[config.mk]
export PLATFORM = sky130hd
export DESIGN_NAME = acc_dump
export DESIGN_NICKNAME = d
export VERILOG_FILES = /design/src/rtl/acc_dump.sv
export SDC_FILE = /design/constraint.sdc
export NUM_CORES = 1
export LEC_CHECK = 0
export BUFFER_PORTS_ARGS = -buffer_cell sky130_fd_sc_hd__buf_2
export CAP_MARGIN = 20
export CELL_PAD_IN_SITES_DETAIL_PLACEMENT = 0
export CELL_PAD_IN_SITES_GLOBAL_PLACEMENT = 2
export CORE_ASPECT_RATIO = 1.4
export CORE_MARGIN = 8
export CORE_UTILIZATION = 35
export DETAILED_ROUTE_END_ITERATION = 10
export GPL_TIMING_DRIVEN = 0
export PLACE_DENSITY = 0.88
export REMOVE_ABC_BUFFERS = 1
export SLEW_MARGIN = 20
export SYNTH_ARGS = -nofsm -noshare
export SYNTH_HDL_FRONTEND = slang
export SYNTH_SLANG_ARGS = --single-unit
[constraint.sdc]
create_clock -name clk -period 3 [get_ports clk]
set_clock_uncertainty 0.1 [all_clocks]
set_input_delay 0.3 -clock clk [delete_from_list [all_inputs] [get_ports clk]]
set_output_delay 0.3 -clock clk [all_outputs]
set_load 0.02 [all_outputs]
[src/rtl/acc_dump.sv]
// Integrate-and-dump accumulator: sums a programmable number of valid samples,
// emits the frame total with a one-cycle out_valid pulse, then restarts at zero.
// Optional saturating arithmetic with per-frame sticky overflow: ACC_DUMP_SAT_EN.
module acc_dump #(
  parameter int unsigned IN_W  = 8,
  parameter int unsigned ACC_W = 16,
  parameter int unsigned CNT_W = 8
) (
  input  logic             clk,
  input  logic             rst_n,
  input  logic             in_valid,
  input  logic [IN_W-1:0]  in_data,
  input  logic [CNT_W-1:0] len,
  input  logic             clear,
  output logic [ACC_W-1:0] acc_q,
  output logic             out_valid,
  output logic [ACC_W-1:0] out_data,
  output logic             out_ovf,
  output logic             busy
);

  typedef enum logic [0:0] {StIdle, StAccum} state_e;

  state_e           state_q, state_d;
  logic [CNT_W-1:0] cnt_q, cnt_d;
  logic [CNT_W-1:0] len_q, len_d;
  logic [ACC_W-1:0] acc_d;
  logic             out_valid_d;
  logic [ACC_W-1:0] out_data_d;
  logic             busy_d;

  logic [ACC_W-1:0] in_ext;
  logic [ACC_W-1:0] sum;
  logic             accept;
  logic             last;

  assign in_ext = ACC_W'(in_data);
  assign accept = in_valid & ~clear;
  // Frame ends on this sample: immediately for len=0 in IDLE, else when cnt reaches len_q.
  assign last   = accept & ((state_q == StIdle) ? (len == '0) : (cnt_q == len_q));

`ifdef ACC_DUMP_SAT_EN
  logic [ACC_W:0] sum_full;
  logic           carry;
  logic           ovf_q, ovf_d;
  logic           out_ovf_d;

  assign sum_full = {1'b0, acc_q} + {1'b0, in_ext};
  assign carry    = sum_full[ACC_W];
  assign sum      = carry ? {ACC_W{1'b1}} : sum_full[ACC_W-1:0];

  // Sticky overflow: acc_q and ovf_q are zero in IDLE, so a frame start clears it naturally.
  always_comb begin
    ovf_d     = ovf_q;
    out_ovf_d = out_ovf;
    if (clear) begin
      ovf_d = 1'b0;
    end else if (accept) begin
      if (last) begin
        out_ovf_d = ovf_q | carry;
        ovf_d     = 1'b0;
      end else begin
        ovf_d = ovf_q | carry;
      end
    end
  end

  // Overflow state and registered overflow flag.
  always_ff @(posedge clk or negedge rst_n) begin
    if (!rst_n) begin
      ovf_q   <= 1'b0;
      out_ovf <= 1'b0;
    end else begin
      ovf_q   <= ovf_d;
      out_ovf <= out_ovf_d;
    end
  end
`else
  // Wrap-around: carry out of the top bit is discarded.
  assign sum     = acc_q + in_ext;
  assign out_ovf = 1'b0;
`endif

  // Next-state and output decode for the accumulate/dump FSM.
  always_comb begin
    state_d     = state_q;
    acc_d       = acc_q;
    cnt_d       = cnt_q;
    len_d       = len_q;
    out_valid_d = 1'b0;
    out_data_d  = out_data;
    if (clear) begin
      state_d = StIdle;
      acc_d   = '0;
      cnt_d   = '0;
    end else if (accept) begin
      if (state_q == StIdle) begin
        len_d = len;
      end
      if (last) begin
        // acc_q is zero in IDLE, so sum equals the lone sample for len=0.
        out_valid_d = 1'b1;
        out_data_d  = sum;
        acc_d       = '0;
        cnt_d       = '0;
        state_d     = StIdle;
      end else begin
        acc_d   = sum;
        cnt_d   = cnt_q + CNT_W'(1);
        state_d = StAccum;
      end
    end
    busy_d = (state_d == StAccum);
  end

  // FSM state and registered outputs.
  always_ff @(posedge clk or negedge rst_n) begin
    if (!rst_n) begin
      state_q   <= StIdle;
      acc_q     <= '0;
      cnt_q     <= '0;
      len_q     <= '0;
      out_valid <= 1'b0;
      out_data  <= '0;
      busy      <= 1'b0;
    end else begin
      state_q   <= state_d;
      acc_q     <= acc_d;
      cnt_q     <= cnt_d;
      len_q     <= len_d;
      out_valid <= out_valid_d;
      out_data  <= out_data_d;
      busy      <= busy_d;
    end
  end

endmodule

==> impl_metrics.py, run 1 <==
metrics = {
    "route": {
        "route.final.wire_length_um": 7080,
        "route.vias.total": 2290,
        "drt_drc_violations_left": 0,
        "dr.pass1.iters": 4,
        "drt-wirelength-per-cell_um": 16.9,
        "detail_route.vias_per_cell": 5.48,
        "ant_nets": 0,
        "drt_iter0_drc": 140,
    },
    "layout": {
        "finalNonFillerCells": 418,
        "n_antenna_cell": 0,
        "finish.net_count": 345,
        "finish.utilization": 0.418,
        "syn2layout_area_growth_pct": 17.8,
        "post_route_cells_drive_above_1_share": 0.282,
    },
    "synthesis": {
        "synthAdderAreaFrac": 0.0464,
        "muxShareOfSynthArea": 0.0932,
        "synth_top_flop_cell": "sky130_fd_sc_hd__dfrtp_1",
        "ys_seq_elements": 50,
        "netlist_instances": 267,
        "synth_compound_area_frac": 0.152,
        "fraction_of_synthesis_flops_using_an_asynchronous_set_or_reset_pin": 1.00,
        "main_combinational_cell_family_by_area_after_synthesis": "simple AND/OR/NAND/NOR gates",
        "yosysWarningCount": 0,
        "synth-edff-count": 0,
        "synth-xor-area-share": 0.0643,
        "synth-simple-area-share": 0.180,
        "syn-cell-area_sq_mm": 0.00286,
        "netlist-cell-type-count": 58,
        "synth_seq_area_share": 0.437,
        "avgSynthCellArea_sq_um": 10.7,
    },
    "worst_setup_path": {
        "critical_path_end": "acc_q[8]$_DFFE_PN0P_",
        "worst_path_max_delay_cell": "sky130_fd_sc_hd__fa_1",
        "timing.rr.end": "acc_q[8]$_DFFE_PN0P_",
        "crit_path_start": "acc_q[0]$_DFFE_PN0P_",
        "ff2ff_path_depth": 7,
        "crit-reg2reg-launch": "acc_q[0]$_DFFE_PN0P_",
        "critPathLaunchType": "flip-flop",
        "r2r_slack_ns": 0.48,
        "worstPathArrival_ns": 2.60,
        "cp_max_fo": 4,
        "critical_path_class": "reg2reg",
        "crit_path_end_kind": "flip-flop",
        "cp_data_required_time_ns": 3.07,
        "critical-path-max-stage-delay_ns": 0.43,
        "cp_cell_sequence": "ha_1 -> fa_1 -> a211oi_1 -> o211ai_2 -> and2_1 -> or4_1 -> o311ai_0",
    },
    "power": {
        "power.density_cell_area_mw_per_mm2": 527,
        "finalPower_w": 0.00178,
        "vdd_ir_drop_max_mv": 0.302,
        "leakage_nw": 1.67,
    },
    "grt": {
        "grt.overflow.total": 0,
        "grt_first_pass_wirelength_um": 11700,
        "grtUsageMet1": 0.145,
        "busiest_layer": "met2",
        "global_route.usage.total": 0.125,
        "grt_antenna_before_repair": 0,
        "first_global_vias": 2354,
        "grt_start_max_net_pins": 51,
        "global_routing_met2_resource_utilization": 0.226,
        "grt.met3_usage": 0.0286,
    },
    "sta": {
        "postLayoutSetupSlackWorst_ns": 0.477,
        "fmaxAchievable_mhz": 396,
        "tightest_slew_ns": 0.748,
        "slew-limit-headroom": 0.499,
        "setup_tns_ns": 0,
        "rsz0062_at_grt": "false",
        "final_max_slew_viols": 0,
        "setup-violations-final": 0,
        "finalHoldViolCount": 0,
        "final.min_clock_period_ns": 2.52,
        "period_share": 0.841,
    },
    "clock_network": {
        "clock_buffers_created_by_tritoncts": 5,
        "postCtsResizedCells": 0,
        "cts-hold-fix-buffers": 1,
        "h-tree-depth": 2,
        "worst_skew_pair.late_latency_ns": 0.29,
        "post-cts-setup-buffers": 0,
        "cts-root-buf": "sky130_fd_sc_hd__clkbuf_16",
        "numClockSinks": 50,
        "cts_tree": "done",
        "clk_path_buf_depth": 2,
        "clk_transition_reported_paths_ns": 0.07,
    },
    "placed_design": {
        "post_dp_hpwl_um": 4980,
        "dp_worst_setup_slack_ns": 0.414,
        "dpl_cells": 409,
        "port_buffers": 53,
        "gp_routability_congestion": 0.777,
    },
    "floorplanning": {
        "floorplan.die.height_um": 123,
        "die_w_um": 92.4,
        "design.die.area_sq_mm": 0.0114,
        "initial_utilization": 0.355,
        "floorplan.io_pins": 55,
        "floorplan.rows": 39,
        "core_region_area_sq_mm": 0.00805,
    },
    "worst_hold_path": {
        "min_path_cells": 2,
        "timing.hold.worst.class": "in2reg",
    },
    "run_status": {
        "outcome": "completed",
    },
    "flow_run": {
        "max-cap-violations": 0,
    },
}
## cell usage in the layout, fill, tap and decap left out, types with 3 or more instances in the layout
cell and instances:
sky130_fd_sc_hd__mux2_1 4, sky130_fd_sc_hd__o211ai_1 3, sky130_fd_sc_hd__clkbuf_16 5, sky130_fd_sc_hd__and3_1 7
sky130_fd_sc_hd__a31oi_1 4, sky130_fd_sc_hd__nand4_1 4, sky130_fd_sc_hd__dfrtp_1 50, sky130_fd_sc_hd__xnor2_1 18
sky130_fd_sc_hd__mux2_2 17, sky130_fd_sc_hd__o21ai_0 3, sky130_fd_sc_hd__a21oi_1 15, sky130_fd_sc_hd__a211o_1 3
sky130_fd_sc_hd__a21o_1 4, sky130_fd_sc_hd__nor3b_1 7, sky130_fd_sc_hd__nand3_1 16, sky130_fd_sc_hd__or4_1 4
sky130_fd_sc_hd__xor2_1 3, sky130_fd_sc_hd__nor3_1 4, sky130_fd_sc_hd__nand2_1 22, sky130_fd_sc_hd__ha_1 9
sky130_fd_sc_hd__or3_1 4, sky130_fd_sc_hd__inv_1 3, sky130_fd_sc_hd__buf_2 52, sky130_fd_sc_hd__nor2_1 8
## worst max-delay path, delay by kind of cell, from the launching register on
family                     cells  cell delay (ns)
and+or+nand+nor                2             0.59
AOI/OAI and AO/OA              3             0.67
DFF                            1             0.39
adders and majority gates      2             0.66
## report_power, final
group / leakage (nW) / switching (W) / internal, W / total (W)
combinational: 0.920 / 0.000213 / 0.000152 / 0.000365
sequential: 0.667 / 0.0000452 / 0.000729 / 0.000774
clock: 0.0836 / 0.000246 / 0.000391 / 0.000637
## kinds of logic after synthesis
| family | after synthesis |
|---|---|
| AND/OR/NAND/NOR | 91 |
| buffers and inverters | 16 |
| multiplexers | 23 |
| AO/OA/AOI/OAI | 55 |
| XOR/XNOR | 21 |
| other | 1 |
| flip-flops | 50 |
| adder cells (fa/ha/maj) | 10 |
## sequential cells by signal, indices dropped and copies added, names as in the netlist
signal,flops
out_valid,1
cnt_q,8
out_data,16
state_q,1
acc_q,16
len_q,8
## synth_stat cells, types with 3 or more instances
library cell | n | area share
sky130_fd_sc_hd__ha_1 | 9 | 0.039
sky130_fd_sc_hd__mux2_2 | 17 | 0.067
sky130_fd_sc_hd__nor3b_1 | 7 | 0.018
sky130_fd_sc_hd__xnor2_1 | 18 | 0.055
sky130_fd_sc_hd__o21ai_0 | 3 | 0.0052
sky130_fd_sc_hd__a31oi_1 | 4 | 0.0087
sky130_fd_sc_hd__dfrtp_1 | 50 | 0.44
sky130_fd_sc_hd__nand3_1 | 16 | 0.028
sky130_fd_sc_hd__a21oi_1 | 15 | 0.026
sky130_fd_sc_hd__nor2_1 | 8 | 0.010
sky130_fd_sc_hd__a211o_1 | 3 | 0.0092
sky130_fd_sc_hd__nor3_1 | 4 | 0.0070
sky130_fd_sc_hd__and3_1 | 7 | 0.015
sky130_fd_sc_hd__xor2_1 | 3 | 0.0092
sky130_fd_sc_hd__clkbuf_1 | 10 | 0.013
sky130_fd_sc_hd__inv_1 | 3 | 0.0039
sky130_fd_sc_hd__or3_1 | 4 | 0.0087
sky130_fd_sc_hd__or4_1 | 4 | 0.010
sky130_fd_sc_hd__nand4_1 | 4 | 0.0087
sky130_fd_sc_hd__o211ai_1 | 3 | 0.0079
sky130_fd_sc_hd__a21o_1 | 4 | 0.010
sky130_fd_sc_hd__nand2_1 | 22 | 0.029
sky130_fd_sc_hd__mux2_1 | 4 | 0.016
## worst min-delay path by stage
stage	start	end	slack, ns
2_1_floorplan	rst_n	acc_q[0]$_DFFE_PN0P_	-0.1
3_5_place_dp	rst_n	out_valid$_DFF_PN0_	0.29
4_1_cts	len[5]	len_q[5]$_DFFE_PN0P_	0.15
5_1_grt	len[0]	len_q[0]$_DFFE_PN0P_	0.16
3_3_place_gp	out_data[8]$_DFFE_PN0P_	out_data[8]$_DFFE_PN0P_	0.37
6_report	len[5]	len_q[5]$_DFFE_PN0P_	0.16
## stage by stage
stage | cell area [sq um] | hold slack (ns)
2_1_floorplan | 2800 | -0.0956
3_3_place_gp | 3190 | 0.366
3_5_place_dp | 3190 | 0.285
4_1_cts | 3370 | 0.155
5_1_grt | 3370 | 0.156
6_report | 3370 | 0.160
## routing by layer
metal | vias up | part of all wire
li1 | 1092 | -
met1 | 1137 | 0.42
met2 | 55 | 0.52
met3 | 6 | 0.047
met4 | 0 | 0.010
met5 | - | 0
## final cells by class
cell class / count / area [sq um]
fill: 802 / 4680
multi-input combinational: 201 / 1540
sequential: 50 / 1250
timing repair buffer: 54 / 278
tap: 102 / 128
clock buffer: 5 / 125
clock inverter: 3 / 40.0
inverter: 3 / 11.3
Note: power is estimated with default switching activity, not from simulation.
==> run 2, diff against run 1 <==
CORE_UTILIZATION = 32   (was 35)
PLACE_DENSITY = 0.85   (was 0.88)
clock period = 2.25 ns   (was 3 ns; I/O delays follow)
==> run 2 against run 1 <==
  * The flow now finishes with violations (setup timing)
  * Register-to-register slack got worse by 0.49 ns
  * Hold slack got worse by 0.069 ns
  * Clock-buffer cell count increased by 2
  * Via count increased by 0.13%
  * Critical path type unchanged
  * First-iteration DRC count decreased by 39%
  * Sequential power increased by 34%
  * Final area increased by 2.5%
  * Critical path depth unchanged
  * Highest routed layer unchanged
  * Total power increased by 28%
  * Largest power group unchanged
  * Sequential share of layout area decreased by 0.89 points
  * Non-clock buffer count increased by 3
==> impl_metrics.py, run 2 (synthesized netlist as in run 1, its figures left out) <==
metrics = {
    "route": {
        "drt_iter0_drc": 85,
        "ant_nets": 0,
        "dr.pass1.iters": 4,
        "drt-wirelength-per-cell_um": 17.2,
        "route.final.wire_length_um": 7320,
        "detail_route.vias_per_cell": 5.40,
        "drt_drc_violations_left": 0,
        "route.vias.total": 2293,
    },
    "worst_setup_path": {
        "cp_data_required_time_ns": 2.32,
        "critical_path_class": "reg2reg",
        "worst_path_max_delay_cell": "sky130_fd_sc_hd__dfrtp_1",
        "crit_path_end_kind": "flip-flop",
        "cp_cell_sequence": "ha_4 -> fa_2 -> a211oi_4 -> o211ai_2 -> and2_4 -> or4_1 -> o311ai_0",
        "worstPathArrival_ns": 2.33,
        "critical-path-max-stage-delay_ns": 0.42,
        "cp_max_fo": 4,
        "critPathLaunchType": "flip-flop",
    },
    "layout": {
        "post_route_cells_drive_above_1_share": 0.308,
        "finish.net_count": 348,
        "fin_area_sq_mm": 0.00345,
        "syn2layout_area_growth_pct": 20.7,
        "final_cell_mix": "52 x sky130_fd_sc_hd__buf_2, 50 x sky130_fd_sc_hd__dfrtp_1, 22 x sky130_fd_sc_hd__nand2_1, 18 x sky130_fd_sc_hd__xnor2_1, 17 x sky130_fd_sc_hd__mux2_2",
        "layout_commonest_cell": "sky130_fd_sc_hd__buf_2",
        "top_regs": "acc_q: 16 flops, out_data: 16 flops",
        "n_antenna_cell": 0,
    },
    "sta": {
        "final.min_clock_period_ns": 2.26,
        "period_share": 1.00,
        "setup-violations-final": 2,
        "postLayoutSetupSlackWorst_ns": -0.0107,
        "fmaxAchievable_mhz": 442,
        "rsz0062_at_grt": "true",
        "tightest_slew_ns": 0.776,
        "final_max_slew_viols": 0,
        "finalHoldViolCount": 0,
        "slew-limit-headroom": 0.480,
        "setup_tns_ns": -0.0108,
    },
    "power": {
        "power.switching_w": 0.000672,
        "vdd_ir_drop_max_mv": 0.391,
        "power.switching_fraction": 0.295,
        "share_clk_of_total_power": 0.316,
        "p_int_w": 0.00161,
        "power_frac_seq": 0.455,
        "leakage_nw": 1.67,
        "power.density_cell_area_mw_per_mm2": 660,
        "combPwrFrac": 0.229,
    },
    "clock_network": {
        "worst_skew_pair.late_latency_ns": 0.29,
        "cts_tree": "done",
        "h-tree-depth": 2,
        "clk_transition_reported_paths_ns": 0.06,
        "clk_path_buf_depth": 2,
        "numClockSinks": 50,
        "cts-root-buf": "sky130_fd_sc_hd__clkbuf_16",
        "clock_buffers_created_by_tritoncts": 5,
    },
    "flow_run": {
        "max-cap-violations": 0,
    },
    "grt": {
        "grt_start_max_net_pins": 51,
        "grt.overflow.total": 0,
        "global_route.usage.total": 0.126,
        "grt_first_pass_wirelength_um": 12300,
        "first_global_vias": 2415,
        "grt_antenna_before_repair": 0,
    },
    "placed_design": {
        "gp_routability_congestion": 0.748,
        "postPlaceCellArea_sq_mm": 0.00320,
        "post_dp_hpwl_um": 5130,
        "port_buffers": 53,
        "dp_worst_setup_slack_ns": -0.284,
    },
    "run_status": {
        "violated_checks": "setup timing",
        "outcome": "finished, violations left",
    },
    "floorplanning": {
        "floorplan.die.height_um": 128,
        "floorplan.io_pins": 55,
        "core_region_area_sq_mm": 0.00887,
        "die_w_um": 95.9,
        "initial_utilization": 0.322,
        "floorplan.rows": 41,
        "design.die.area_sq_mm": 0.0123,
    },
    "worst_hold_path": {
        "timing.hold.worst.class": "in2reg",
    },
}
-- run 2: changes by cell type in the layout (fill, tap and decap cells not counted), moves of 2 or more --
cell	delta
sky130_fd_sc_hd__ha_1	-5
sky130_fd_sc_hd__ha_4	+4
sky130_fd_sc_hd__buf_4	+2
sky130_fd_sc_hd__clkbuf_1	+2
sky130_fd_sc_hd__clkinv_2	-2
-- run 2: metrics by stage --
stage               utilization  hold WS [ns]  total power (W)  cells
floorplan                     -        -0.171          0.00137    254
global placement          0.360         0.368          0.00154    414
detailed placement        0.361         0.204          0.00154    414
CTS                       0.383        0.0824          0.00230    424
global route              0.389        0.0865          0.00241    425
finish                    0.389        0.0910          0.00228    425
-- run 2: worst paths after layout --
check                           slack (ns)                startpoint  depth (start not counted)                  endpoint
worst max-delay path                 -0.01      acc_q[0]$_DFFE_PN0P_                          7      acc_q[8]$_DFFE_PN0P_
worst min-delay path                  0.09                    len[0]                          2      len_q[0]$_DFFE_PN0P_
worst max register to register       -0.01      acc_q[0]$_DFFE_PN0P_                          7      acc_q[8]$_DFFE_PN0P_
worst min register to register        0.38  out_data[12]$_DFFE_PN0P_                          1  out_data[12]$_DFFE_PN0P_
max in group asynchronous             1.18                     rst_n                          2   out_data[9]$_DFFE_PN0P_
min in group asynchronous             0.41                     rst_n                          2      acc_q[3]$_DFFE_PN0P_
-- run 2: routing by layer --
metal,vias up,track usage,part of all wire
met5,-,0,0
met2,60,0.205,0.50
met1,1132,0.154,0.43
met3,9,0.0340,0.053
met4,0,0.0454,0.019
li1,1092,-,-
-- run 2: power groups by stage --
stage | logic, W | registers (W) | clock network [W]
4_1_cts | 0.000507 | 0.00104 | 0.000754
3_3_place_gp | 0.000487 | 0.00105 | 0
2_1_floorplan | 0.000280 | 0.00109 | 0
6_report | 0.000522 | 0.00104 | 0.000720
5_1_grt | 0.000577 | 0.00105 | 0.000784
3_5_place_dp | 0.000491 | 0.00105 | 0
-- run 2: timing repair --
| action | in CTS | in global routing |
|---|---|---|
| hold buffers | 1 | 0 |
| pin swaps | 4 | 1 |
| hold endpoints to repair | 50 | 0 |
| gates resized for setup | 5 | 6 |
| buffers inserted | 2 | 1 |
| endpoints found under the setup margin | 22 | 16 |
-- run 2: area by class of cell --
type,count,area [sq um]
clock buffers,7,133
well taps,107,134
fillers,895,5420
multi-input cells,201,1610
repair buffers,57,313
flip-flops and latches,50,1250
inverters,3,11.3
-- run 2: worst max-delay path, delay by kind of cell, from the launching register on --
kind                       cells  cell delay [ns]
and+or+nand+nor                2             0.58
adders and majority gates      2             0.56
AOI/OAI and AO/OA              3             0.50
DFF                            1             0.42
